### src/rtl/mc_main_ctrl.sv
// Multicycle MIPS main control FSM: 3-5 cycles per instruction plus one per mem_ready=0 cycle, which stalls in place.
// Optional JR support in EXEC_R is compiled in with MC_CTRL_JR_EN.
module mc_main_ctrl #(
    parameter int CNT_W = 32
) (
    input  logic             clk,
    input  logic             rst,
    input  logic [5:0]       opcode,
    input  logic [5:0]       funct,
    input  logic             zero,
    input  logic             mem_ready,
    output logic [1:0]       ALUOp,
    output logic [5:0]       funct_o,
    output logic             pc_we,
    output logic [1:0]       pc_src,
    output logic             ir_we,
    output logic             iord,
    output logic             mem_re,
    output logic             mem_we,
    output logic             reg_we,
    output logic             reg_dst,
    output logic             mem_to_reg,
    output logic             alu_src_a,
    output logic [1:0]       alu_src_b,
    output logic             illegal,
    output logic             retire,
    output logic [CNT_W-1:0] instr_cnt,
    output logic [3:0]       state_o
);

    typedef enum logic [3:0] {
        FETCH  = 4'd0,  DECODE = 4'd1,  EXEC_R = 4'd2,  WB_R   = 4'd3,
        ADDR   = 4'd4,  MEM_RD = 4'd5,  WB_MEM = 4'd6,  MEM_WR = 4'd7,
        BRANCH = 4'd8,  JUMP   = 4'd9,  EXEC_I = 4'd10, WB_I   = 4'd11
    } state_t;

    localparam logic [5:0] OP_RTYPE = 6'h00;
    localparam logic [5:0] OP_LW    = 6'h23;
    localparam logic [5:0] OP_SW    = 6'h2B;
    localparam logic [5:0] OP_BEQ   = 6'h04;
    localparam logic [5:0] OP_J     = 6'h02;
    localparam logic [5:0] OP_ADDI  = 6'h08;
    localparam logic [5:0] FN_ADD   = 6'h20;
    localparam logic [5:0] FN_SUB   = 6'h22;
    localparam logic [5:0] FN_JR    = 6'h08;

    state_t state_q, state_d;
    logic [CNT_W-1:0] cnt_q;

    always_ff @(posedge clk) begin
        if (rst) begin
            state_q <= FETCH;
            cnt_q   <= '0;
        end else begin
            state_q <= state_d;
            if (retire) cnt_q <= cnt_q + 1'b1;
        end
    end

    always_comb begin
        state_d = state_q;
        case (state_q)
            FETCH:  if (mem_ready) state_d = DECODE;
            DECODE: begin
                case (opcode)
                    OP_RTYPE:      state_d = EXEC_R;
                    OP_LW, OP_SW:  state_d = ADDR;
                    OP_BEQ:        state_d = BRANCH;
                    OP_J:          state_d = JUMP;
                    OP_ADDI:       state_d = EXEC_I;
                    default:       state_d = FETCH;
                endcase
            end
`ifdef MC_CTRL_JR_EN
            EXEC_R: state_d = (funct == FN_JR) ? FETCH : WB_R;
`else
            EXEC_R: state_d = WB_R;
`endif
            ADDR:   state_d = (opcode == OP_LW) ? MEM_RD : MEM_WR;
            MEM_RD: if (mem_ready) state_d = WB_MEM;
            MEM_WR: if (mem_ready) state_d = FETCH;
            EXEC_I: state_d = WB_I;
            default: state_d = FETCH;
        endcase
    end

    // Reset masks every control output so an abandoned instruction cannot write anything.
    always_comb begin
        ALUOp      = 2'b11;
        funct_o    = 6'h00;
        pc_we      = 1'b0;
        pc_src     = 2'b00;
        ir_we      = 1'b0;
        iord       = 1'b0;
        mem_re     = 1'b0;
        mem_we     = 1'b0;
        reg_we     = 1'b0;
        reg_dst    = 1'b0;
        mem_to_reg = 1'b0;
        alu_src_a  = 1'b0;
        alu_src_b  = 2'b00;
        illegal    = 1'b0;
        retire     = 1'b0;
        if (!rst) begin
            case (state_q)
                FETCH: begin
                    mem_re    = 1'b1;
                    alu_src_b = 2'b01;
                    ALUOp     = 2'b00;
                    funct_o   = FN_ADD;
                    ir_we     = mem_ready;
                    pc_we     = mem_ready;
                end
                DECODE: begin
                    alu_src_b = 2'b11;
                    ALUOp     = 2'b00;
                    funct_o   = FN_ADD;
                    case (opcode)
                        OP_RTYPE, OP_LW, OP_SW, OP_BEQ, OP_J, OP_ADDI: illegal = 1'b0;
                        default: illegal = 1'b1;
                    endcase
                end
                EXEC_R: begin
                    alu_src_a = 1'b1;
                    ALUOp     = 2'b00;
                    funct_o   = funct;
`ifdef MC_CTRL_JR_EN
                    if (funct == FN_JR) begin
                        ALUOp   = 2'b11;
                        funct_o = 6'h00;
                        pc_we   = 1'b1;
                        pc_src  = 2'b11;
                        retire  = 1'b1;
                    end
`endif
                end
                WB_R: begin
                    reg_we  = 1'b1;
                    reg_dst = 1'b1;
                    retire  = 1'b1;
                end
                ADDR: begin
                    alu_src_a = 1'b1;
                    alu_src_b = 2'b10;
                    ALUOp     = 2'b00;
                    funct_o   = FN_ADD;
                end
                MEM_RD: begin
                    mem_re = 1'b1;
                    iord   = 1'b1;
                end
                WB_MEM: begin
                    reg_we     = 1'b1;
                    mem_to_reg = 1'b1;
                    retire     = 1'b1;
                end
                MEM_WR: begin
                    mem_we = 1'b1;
                    iord   = 1'b1;
                    retire = mem_ready;
                end
                BRANCH: begin
                    alu_src_a = 1'b1;
                    ALUOp     = 2'b00;
                    funct_o   = FN_SUB;
                    pc_src    = 2'b01;
                    pc_we     = zero;
                    retire    = 1'b1;
                end
                JUMP: begin
                    pc_we  = 1'b1;
                    pc_src = 2'b10;
                    retire = 1'b1;
                end
                EXEC_I: begin
                    alu_src_a = 1'b1;
                    alu_src_b = 2'b10;
                    ALUOp     = 2'b00;
                    funct_o   = FN_ADD;
                end
                WB_I: begin
                    reg_we = 1'b1;
                    retire = 1'b1;
                end
                default: ;
            endcase
        end
    end

    assign instr_cnt = rst ? '0 : cnt_q;
    assign state_o   = state_q;

endmodule

### config.mk
export PLATFORM = sky130hd
export DESIGN_NAME = mc_main_ctrl
export DESIGN_NICKNAME = d
export VERILOG_FILES = /design/src/rtl/mc_main_ctrl.sv
export SDC_FILE = /design/constraint.sdc
export NUM_CORES = 1
export LEC_CHECK = 0
export CAP_MARGIN = 20
export CORE_MARGIN = 3
export CORE_UTILIZATION = 45
export DETAILED_ROUTE_END_ITERATION = 7
export GPL_ROUTABILITY_DRIVEN = 0
export PLACE_DENSITY_LB_ADDON = 0.15
export SETUP_SLACK_MARGIN = 0.15
export SLEW_MARGIN = 20
export SYNTH_ARGS = -nofsm -noshare
export SYNTH_HDL_FRONTEND = slang
export SYNTH_SLANG_ARGS = --single-unit
### constraint.sdc
create_clock -name clk -period 2.2 [get_ports clk]
set_clock_uncertainty 0.1 [all_clocks]
set_input_delay 0.44 -clock clk [delete_from_list [all_inputs] [get_ports clk]]
set_output_delay 0.44 -clock clk [all_outputs]
set_load 0.01 [all_outputs]
==> summary.txt, run 1 <==
Status: finished, final reports clean
GRT Overall Usage: 24.26%
# H-tree levels: 2
Crit end category: output pin
Hold Path Class: reg2reg
Worst-path clk slew: 0.08 ns
CTS tree: done
Worst VDD drop: 311.6 uV
Initial Utilization: 48.41%
Period utilization: 95.49%
Fillcell total: 400
Logic pwr share: 14.6%
Top cells by area, synth: dfxtp_1, nor2b_1, nor2_1
Hold violation count in the final report: 0
Die Y: 78.91 um
Slew @ Worst Pin: 0.3580 ns
Final non-filler cell area: 3757 um^2
Synthesized area: 2392 um^2
Synth Instances: 311
Tmin final: 2.101 ns
Core box area: 4942 um^2
Largest net degree at the start of global routing: 22
RSZ-0062 raised after global routing: true
N_diodes: 0
Required time worst endpoint: 1.66 ns
Synth area leader: dfxtp_1
Clock sink total: 36
Max Fclk: 0.4760 GHz
PortBufs: 74
Post-route setup slack: 0.09918 ns
DRC viols: 0
Die X: 78.91 um
First-pass GRT wire length: 12.34 mm
Clock power frac: 41.0%
Commonest non-fill, non-tap cells in the layout: buf_4, dlygate4sd2_1, nor2_1
Share of the synthesized area in the top cell type: 30.13%
Seq/Total Area, Yosys: 30.13%
Number of top-level pins: 75
Number of synthesized register bits: 36
Vias/cell: 5.413
Area growth syn-to-layout: 57.06%
Yosys cell types: 55
WHS Endpoint: cnt_q[30]
Most common cell after layout, fill and taps aside: buf_4
Rel. slew slack: 75.91%
Antenna violations before repair: 0
Layout cells sized above 1: 30.43%
# setup viols final: 0
Worst-path cell chain: buf_4 > nand2b_4 > nor2_1 > nand2_1 > nor2_1 > clkdlybuf4s15_2
CP max FO: 7
Via count: 2728
Root Buffer Master: clkbuf_8
Post-placement cell area: 3532 um^2
Synth warnings: 0
Beginning of the worst hold path: cnt_q[30]
Drt total wl: 7.628 mm
CP dominant cell by count: nor2_1
Pre-CTS WS: -0.5074 ns
Gr ovfl total: 0
Mean Syn Cell Area: 7.692 um^2
Net Sw Frac: 25.36%
Post-route ant nets: 0
WS Path Type: reg2out
Pwr dens: 392.8 nW/um^2
Net Switching: 0.0003744 W
Arr. time, crit path: 1.56 ns
R2R Path End: cnt_q[25]
Pre-Repair DR Iteration Count: 4
Syn_nets: 328
Reg-to-Reg Start: state_o[2]
Leak Pwr: 1.733 nW
Max Cap Violations: 0
Nets: 453
Int Pwr: 0.001102 W
Cells on Worst Hold Path: 2
Path depth of the worst reg2reg path: 9
Final Max Tran Viols: 0
Die Footprint: 6227 um^2
Total power: 0.001476 W
Number of global-route vias before repair: 2646
Critical path's slowest cell: dfxtp_4
DR iter-0 viols: 225
Post-DP HPWL: 5.312 mm
EDFF count, synth: 0
CTS Buffer Depth: 2
Primary FF master, synth: dfxtp_1
Drt wl/cell: 15.13 um
Crit start category: flip-flop
Flop pwr share: 44.4%
Final Core Density: 76.03%
Largest stage delay, worst path: 0.37 ns
Cts bufs inserted: 5
R2R setup slack: 0.22 ns
Hold-fix buffers at CTS: 0
Async S/R FF share, synth: 0%
Cell row count: 25
Worst-skew pair later-pin latency: 0.30 ns
worst max-delay path, delay by kind of cell, from the launching register on:
family,cells,cell delay [ns]
and+or+nand+nor,4,0.51
DFF,1,0.37
buffers and inverters,2,0.37
worst max path at each step:
| stage | from | end | slack (ns) | cells after the start |
|---|---|---|---|---|
| after global placement | opcode[0] | illegal | -0.47 | 6 |
| final | state_o[3] | mem_we | 0.1 | 6 |
| after global routing | state_o[3] | mem_we | -0.0005 | 6 |
| after CTS | opcode[4] | illegal | 0.11 | 6 |
| after detailed placement | opcode[0] | illegal | -0.51 | 6 |
| after floorplan | state_o[3] | funct_o[1] | 0.22 | 4 |
power by group through the flow:
| stage | logic, W | registers (W) | clock network, W |
|---|---|---|---|
| 3_3_place_gp | 0.000195 | 0.000672 | 0 |
| 6_report | 0.000215 | 0.000655 | 0.000605 |
| 4_1_cts | 0.000199 | 0.000655 | 0.000606 |
| 5_1_grt | 0.000232 | 0.000655 | 0.000634 |
| 2_1_floorplan | 0.0000806 | 0.000671 | 0 |
| 3_5_place_dp | 0.000200 | 0.000672 | 0 |
state kept, by name, summed over array words and instances, names as in the netlist:
register	flops
state_o	4
cnt_q	32
cells by family after synthesis:
logic type	count (synthesis)	share of synthesized area (%)
adders and majority gates	1	0.5229
DFF	36	30.13
xor gates and xnor gates	12	4.393
buffers and inverters	27	5.700
and+or+nand+nor	176	41.79
AOI/OAI and AO/OA	53	14.64
muxes	6	2.824
layer usage:
layer  wire length, um  track usage, %  up-vias
met4               101           4.811        0
met1              3322           29.30     1292
met5                 0               0        -
met2              3899           44.82       64
met3               304           4.535       13
li1                  -               -     1359
final cells by class:
cell class	instances	area (um^2)	share of cell area, %
flip-flops and latches	36	735.7	19.58
clock buffers	5	68.82	1.832
multi-input cells	248	1669	44.42
repair buffers	136	1124	29.90
inverters	9	33.78	0.8991
clock inverters	3	42.54	1.132
well taps	67	83.83	2.231
cells in the mapped netlist, types with 7 or more instances:
master / n
a21oi_1: 16
and3_1: 11
clkbuf_1: 9
dfxtp_1: 36
inv_1: 9
nand2_1: 17
nand3_1: 17
nand4_1: 7
nor2_1: 34
nor2b_1: 30
nor3_1: 13
nor4_1: 8
o21ai_0: 13
or3_1: 8
xnor2_1: 8
stage by stage:
stage               hold slack (ns)  std cells    TNS (ns)
CTS                          0.4099        499           0
floorplan                    0.3603        311           0
detailed placement           0.3983        487      -5.537
finish                       0.4158        504           0
global placement             0.3814        487      -4.511
global route                 0.4507        504  -0.0005297
timing repair:
action | CTS | global route
pin swaps | 6 | 10
setup endpoints to repair | 67 | 33
setup buffers | 4 | 4
resized for setup | 126 | 38
gates cloned | 0 | 1
(Power assumes the default switching activity.)
==> inputs of run 2 (changes only) <==
--- a/config.mk
+++ b/config.mk
@@ -7,7 +7,7 @@
 export LEC_CHECK = 0
 export CAP_MARGIN = 20
 export CORE_MARGIN = 3
-export CORE_UTILIZATION = 45
+export CORE_UTILIZATION = 25
 export DETAILED_ROUTE_END_ITERATION = 7
 export GPL_ROUTABILITY_DRIVEN = 0
 export PLACE_DENSITY_LB_ADDON = 0.15
==> run 2 against run 1 <==
- critical endpoint is now retire
- largest power group unchanged
- core utilization shrank 33 points
- clock power shrank 23%
- non-clock buffer count grew 11
- worst hold slack lost 0.017 ns
- routed wire length shrank 2.5%
- first-iteration DRC count shrank 56%
- maximum frequency shrank 0.32%
- worst setup slack lost 0.0067 ns
- count of clock-buffer cells in the layout grew 1
==> summary.txt, run 2 (synthesis gave the netlist of run 1 again) <==
Crit start category: flip-flop
Register cell area after layout: 734.5 um^2 (-0.17%)
PortBufs: 74 (unchanged)
Largest net degree at the start of global routing: 25 (+14%)
Fillcell total: 987 (+150%)
Antenna violations before repair: 0 (unchanged)
Required time worst endpoint: 1.66 ns (about the same)
Root Buffer Master: clkbuf_8
Arr. time, crit path: 1.57 ns (about the same)
CP max FO: 5 (-2)
Worst setup path start: state_o[3]
Period utilization: 95.80% (+0.31 points)
Post-route ant nets: 0 (unchanged)
Setup TNS: 0 ns (unchanged)
Max Cap Violations: 0 (unchanged)
Leak Pwr: 1.757 nW (+1.4%)
Nets: 464 (+2.4%)
RSZ-0062 raised after global routing: true
Hold WS: 0.3992 ns (-0.01663 ns)
Cell row count: 35 (+40%)
Met3 routed WL: 294 um (-3.3%)
GRT Overall Usage: 13.36% (-11 points)
Pre-Repair DR Iteration Count: 6 (+2)
Hold violation count in the final report: 0 (unchanged)
Most common cell after layout, fill and taps aside: buf_4
Hold Path Class: reg2reg
Status: finished, final reports clean
Met1 Wirelength: 3.516 mm (+5.8%)
Die X: 103.8 um (+32%)
Die Footprint: 10780 um^2 (+73%)
Multi-input logic area: 1700 um^2 (+1.9%)
Crit end category: output pin
Top sig layer: met4
Worst-skew pair later-pin latency: 0.30 ns (about the same)
Most flop-heavy register: cnt_q
DRC viols: 0 (unchanged)
Number of top-level pins: 75 (unchanged)
Drt total wl: 7.438 mm (-2.5%)
Pwr dens: 334.6 nW/um^2 (-15%)
Max reg flops: 32 (unchanged)
Post-placement cell area: 3632 um^2 (+2.8%)
WS Path Type: reg2out
Cts bufs inserted: 5 (unchanged)
R2R Path End: cnt_q[25]
Layout cells sized above 1: 33.78% (+3.3 points)
Via count: 2657 (-2.6%)
Path depth of the worst reg2reg path: 8 (-1)
Drt wl/cell: 12.91 um (-15%)
Pre-CTS WS: -0.4890 ns (+0.01840 ns)
Initial Utilization: 25.77% (-23 points)
DR iter-0 viols: 100 (-56%)
# setup viols final: 0 (unchanged)
Tmin final: 2.108 ns (+0.006733 ns)
Core box area: 9284 um^2 (+88%)
Final Max Tran Viols: 0 (unchanged)
First-pass GRT wire length: 12.14 mm (-1.6%)
Gr ovfl total: 0 (unchanged)
N_diodes: 0 (unchanged)
Commonest non-fill, non-tap cells in the layout: buf_4, nor2_1, dfxtp_1
Post-DP HPWL: 5.569 mm (+4.8%)
Worst VDD drop: 186.2 uV (-40%)
Worst Setup EP: retire
Vias/cell: 4.613 (-15%)
Area growth syn-to-layout: 67.00%
Metal2 WL: 3.573 mm (-8.4%)
Reg-to-Reg Start: state_o[3]
Slew @ Worst Pin: 0.3405 ns (-0.01752 ns)
Clock sink total: 36 (unchanged)
Post-route setup slack: 0.09245 ns (-0.006733 ns)
Final Core Density: 43.03% (-33 points)
R2R setup slack: 0.20 ns (-0.02 ns)
Worst-path clk slew: 0.07 ns (about the same)
Die Y: 103.8 um (+32%)
Rel. slew slack: 76.98% (+1.1 points)
Final non-filler cell area: 3995 um^2 (+6.3%)
# H-tree levels: 2 (unchanged)
Max Fclk: 0.4745 GHz (-0.32%)
Number of global-route vias before repair: 2549 (-3.7%)
CTS tree: done
CTS Buffer Depth: 2 (unchanged)
==> run 2: cell types whose count changed in the layout (fill, tap and decap cells not counted), moves of 5 or more <==
cell and delta:
buf_6 +10, buf_4 +7, dlygate4sd2_1 -5, and3_1 -6, and3_4 +6, clkbuf_2 -6
==> run 2: through the flow <==
step	std cells	total power (W)
global route	576	0.001390
CTS	566	0.001334
floorplan	311	0.0007521
global placement	552	0.0008676
finish	576	0.001337
detailed placement	552	0.0008679
==> run 2: power breakdown <==
| part | internal, W | switching (W) | leakage, nW | total, W |
|---|---|---|---|---|
| clock network | 0.000216 | 0.000253 | 0.0410 | 0.000468 |
| registers | 0.000651 | 0.00000436 | 0.293 | 0.000656 |
| logic | 0.000116 | 0.0000967 | 1.42 | 0.000213 |
==> run 2: cell type report <==
type                            count  share of cell area, %
Multi-Input combinational cell    248                  42.56
Timing Repair Buffer              147                  32.23
Sequential cell                    36                  18.38
Tap cell                          129                  4.040
Clock buffer                        6                  1.816
Inverter                            9                 0.8456
Clock inverter                      1                 0.1253
==> run 2: how the worst min path moves through the flow <==
stage	from	to	slack, ns	cells after the start
after floorplan	cnt_q[30]	cnt_q[30]	0.36	2
after global placement	cnt_q[13]	cnt_q[15]	0.39	2
after detailed placement	cnt_q[29]	cnt_q[29]	0.39	2
after CTS	cnt_q[29]	cnt_q[29]	0.40	2
after global routing	cnt_q[29]	cnt_q[29]	0.41	2
final	cnt_q[29]	cnt_q[29]	0.40	2
==> run 2: worst max-delay path, stage by stage, from the launching register on <==
cell	delay, ns
dfxtp_4	0.38
buf_6	0.10
and2b_2	0.23
a211oi_4	0.25
nor3_2	0.06
buf_4	0.14
buf_6	0.11
==> run 2: layer usage <==
layer | global-route usage (%) | vias up
li1 | - | 1379
met1 | 17.00 | 1232
met2 | 22.70 | 40
met3 | 3.801 | 6
met4 | 2.374 | 0
met5 | 0 | -
==> run 2: what timing repair did <==
action,4_1_cts,5_1_grt
endpoints found under the hold margin,0,0
hold buffers,0,0
setup endpoints to repair,70,35
pin swaps,5,22
setup buffers,7,9
cloned,0,1
resized for setup,132,56
==> inputs of run 3 (changes only) <==
--- a/config.mk
+++ b/config.mk
@@ -8,6 +8,7 @@
 export CAP_MARGIN = 20
 export CORE_MARGIN = 3
 export CORE_UTILIZATION = 25
+export CTS_CLUSTER_SIZE = 12
 export DETAILED_ROUTE_END_ITERATION = 7
 export GPL_ROUTABILITY_DRIVEN = 0
 export PLACE_DENSITY_LB_ADDON = 0.15
==> constraint.sdc (replaced) <==
create_clock -name clk -period 2 [get_ports clk]
set_clock_uncertainty 0.1 [all_clocks]
set_input_delay 0.4 -clock clk [delete_from_list [all_inputs] [get_ports clk]]
set_output_delay 0.4 -clock clk [all_outputs]
set_load 0.01 [all_outputs]
==> run 3 against run 2 <==
- the flow now finishes with violations (negative setup slack)
- cell area grew 12%
- sequential cell count is the same
- worst hold slack gained 0.019 ns
- critical endpoint unchanged
- combinational power grew 25%
- worst setup slack lost 0.17 ns
- register-to-register slack lost 0.23 ns
==> summary.txt, run 3 (synthesis gave the netlist of run 1 again) <==
Placed insts: 568 (+2.9%)
N_diodes: 0 (unchanged)
Post-DP HPWL: 5.737 mm (+3.0%)
Die Y: 103.8 um (unchanged)
Pre-CTS WS: -0.6170 ns (-0.1280 ns)
Cell row count: 35 (unchanged)
Tmin final: 2.081 ns
Path depth of the worst reg2reg path: 8 (unchanged)
First-pass GRT wire length: 13.29 mm (+9.4%)
Worst-skew pair later-pin latency: 0.30 ns (about the same)
Root Buffer Master: clkbuf_8
CTS Buffer Depth: 2 (unchanged)
CP max FO: 2 (-3)
CTS tree: done
Period utilization: 104.0%
Worst-path clk slew: 0.08 ns (about the same)
Rel. slew slack: 71.34% (-5.6 points)
Via count: 2759 (+3.8%)
Layout cells sized above 1: 46.27% (+12 points)
Core box area: 9284 um^2 (unchanged)
Final Max Tran Viols: 0 (unchanged)
Setup TNS: -0.1519 ns (-0.1519 ns)
Commonest non-fill, non-tap cells in the layout: buf_4, buf_6, dlygate4sd2_1
Post-route setup slack: -0.08092 ns (-0.1734 ns)
Max reg flops: 32 (unchanged)
Slew @ Worst Pin: 0.4267 ns (+0.08615 ns)
Pwr dens: 345.7 nW/um^2 (+3.3%)
GRT Overall Usage: 14.51% (+1.2 points)
Initial Utilization: 25.77% (unchanged)
Worst-path cell chain: buf_6 > and2b_2 > a211oi_4 > nor3_2 > buf_4 > buf_6
Critical path's slowest cell: dfxtp_2
Vias/cell: 4.614 (about the same)
R2R setup slack: -0.03 ns (-0.23 ns)
Worst path top cell family by delay: flip-flops
Pre-Repair DR Iteration Count: 4 (-2)
PortBufs: 74 (unchanged)
Clock sink total: 36 (unchanged)
DRC viols: 0 (unchanged)
R2R Path End: cnt_q[16]
Hold-fix buffers at CTS: 0 (unchanged)
Area growth syn-to-layout: 86.30%
Most flop-heavy register: cnt_q
WS Path Type: reg2out
Gr ovfl total: 0 (unchanged)
Max Cap Violations: 0 (unchanged)
Status: complete, but fails checks
Arr. time, crit path: 1.58 ns (about the same)
# setup viols final: 7 (+7)
Hold Path Class: reg2reg
Total power: 0.001541 W (+15%)
Number of top-level pins: 75 (unchanged)
Beginning of the worst hold path: cnt_q[13]
Cells on Worst Hold Path: 2 (unchanged)
Die X: 103.8 um (unchanged)
Most common cell after layout, fill and taps aside: buf_4
Violated checks: negative setup slack
Leak Pwr: 1.951 nW (+11%)
Die Footprint: 10780 um^2 (unchanged)
Crit end category: output pin
Antenna violations before repair: 0 (unchanged)
Crit start category: flip-flop
Drt total wl: 8.144 mm (+9.5%)
Number of global-route vias before repair: 2799 (+9.8%)
Post-route ant nets: 0 (unchanged)
Worst VDD drop: 222.0 uV (+19%)
CP bufs+invs: 3 (unchanged)
Max Fclk: 0.4806 GHz
Hold violation count in the final report: 0 (unchanged)
Nets: 485 (+4.5%)
RSZ-0062 raised after global routing: true
Cts bufs inserted: 5 (unchanged)
Non-filler cells, final: 598 (+3.8%)
Fillcell total: 934 (-5.4%)
DR iter-0 viols: 57 (-43%)
Largest stage delay, worst path: 0.35 ns (-0.03 ns)
WHS Endpoint: cnt_q[15]
Required time worst endpoint: 1.50 ns (-0.16 ns)
Drt wl/cell: 13.62 um (+5.5%)
Reg-to-Reg Start: state_o[3]
# H-tree levels: 2 (unchanged)
Largest net degree at the start of global routing: 27 (+8.0%)
CP dominant cell by count: buf_6
## run 3: per-layer routing
layer	global-route usage, %	share of wire, %
met5	0	0
met4	3.989	1.6
met1	18.28	46
met3	3.053	3.0
met2	25.02	50
## run 3: where the power goes
group | total (W) | internal (W) | switching [W]
Clock | 0.000553 | 0.000280 | 0.000273
Sequential | 0.000720 | 0.000714 | 0.00000649
Combinational | 0.000267 | 0.000146 | 0.000121
Total | 0.00154 | 0.00114 | 0.000401
## run 3: stage by stage
stage	hold WS, ns	instance area, um^2	utilization (%)
4_1_cts	0.3874	4159	44.80
3_5_place_dp	0.4033	3776	40.67
3_3_place_gp	0.3876	3776	40.67
2_1_floorplan	0.3603	2405	-
5_1_grt	0.4337	4457	48.01
6_report	0.4177	4457	48.01
## run 3: repair_timing
item	4_1_cts	5_1_grt
pin swaps	32	28
resized for setup	222	68
gates cloned	1	0
endpoints found under the setup margin	86	63
buffers inserted	12	9
## run 3: layout make-up
| cell class | count | area (um^2) | share of cell area (%) |
|---|---|---|---|
| well taps | 129 | 161.4 | 3.622 |
| multi-input cells | 248 | 1943 | 43.60 |
| repair buffers | 168 | 1478 | 33.16 |
| flip-flops and latches | 36 | 747.0 | 16.76 |
| inverters | 9 | 33.78 | 0.7580 |
| clock inverters | 1 | 7.507 | 0.1684 |
| clock buffers | 7 | 86.33 | 1.937 |
## run 3: worst max-delay path by stage
stage / from / endpoint / slack, ns / cells past startpoint
5_1_grt: state_o[3] / retire / -0.14 / 6
2_1_floorplan: rst / funct_o[5] / 0.14 / 4
3_5_place_dp: opcode[0] / illegal / -0.62 / 6
6_report: state_o[3] / retire / -0.08 / 6
4_1_cts: state_o[3] / retire / -0.07 / 6
3_3_place_gp: opcode[0] / illegal / -0.60 / 6
## run 3: worst register-to-register path, cell delays in order (launching register included)
cell	delay (ns)
dfxtp_2	0.35
buf_6	0.09
and2b_2	0.23
buf_4	0.14
buf_6	0.11
a211o_4	0.38
and3_4	0.18
nand3_2	0.06
mux2_4	0.29
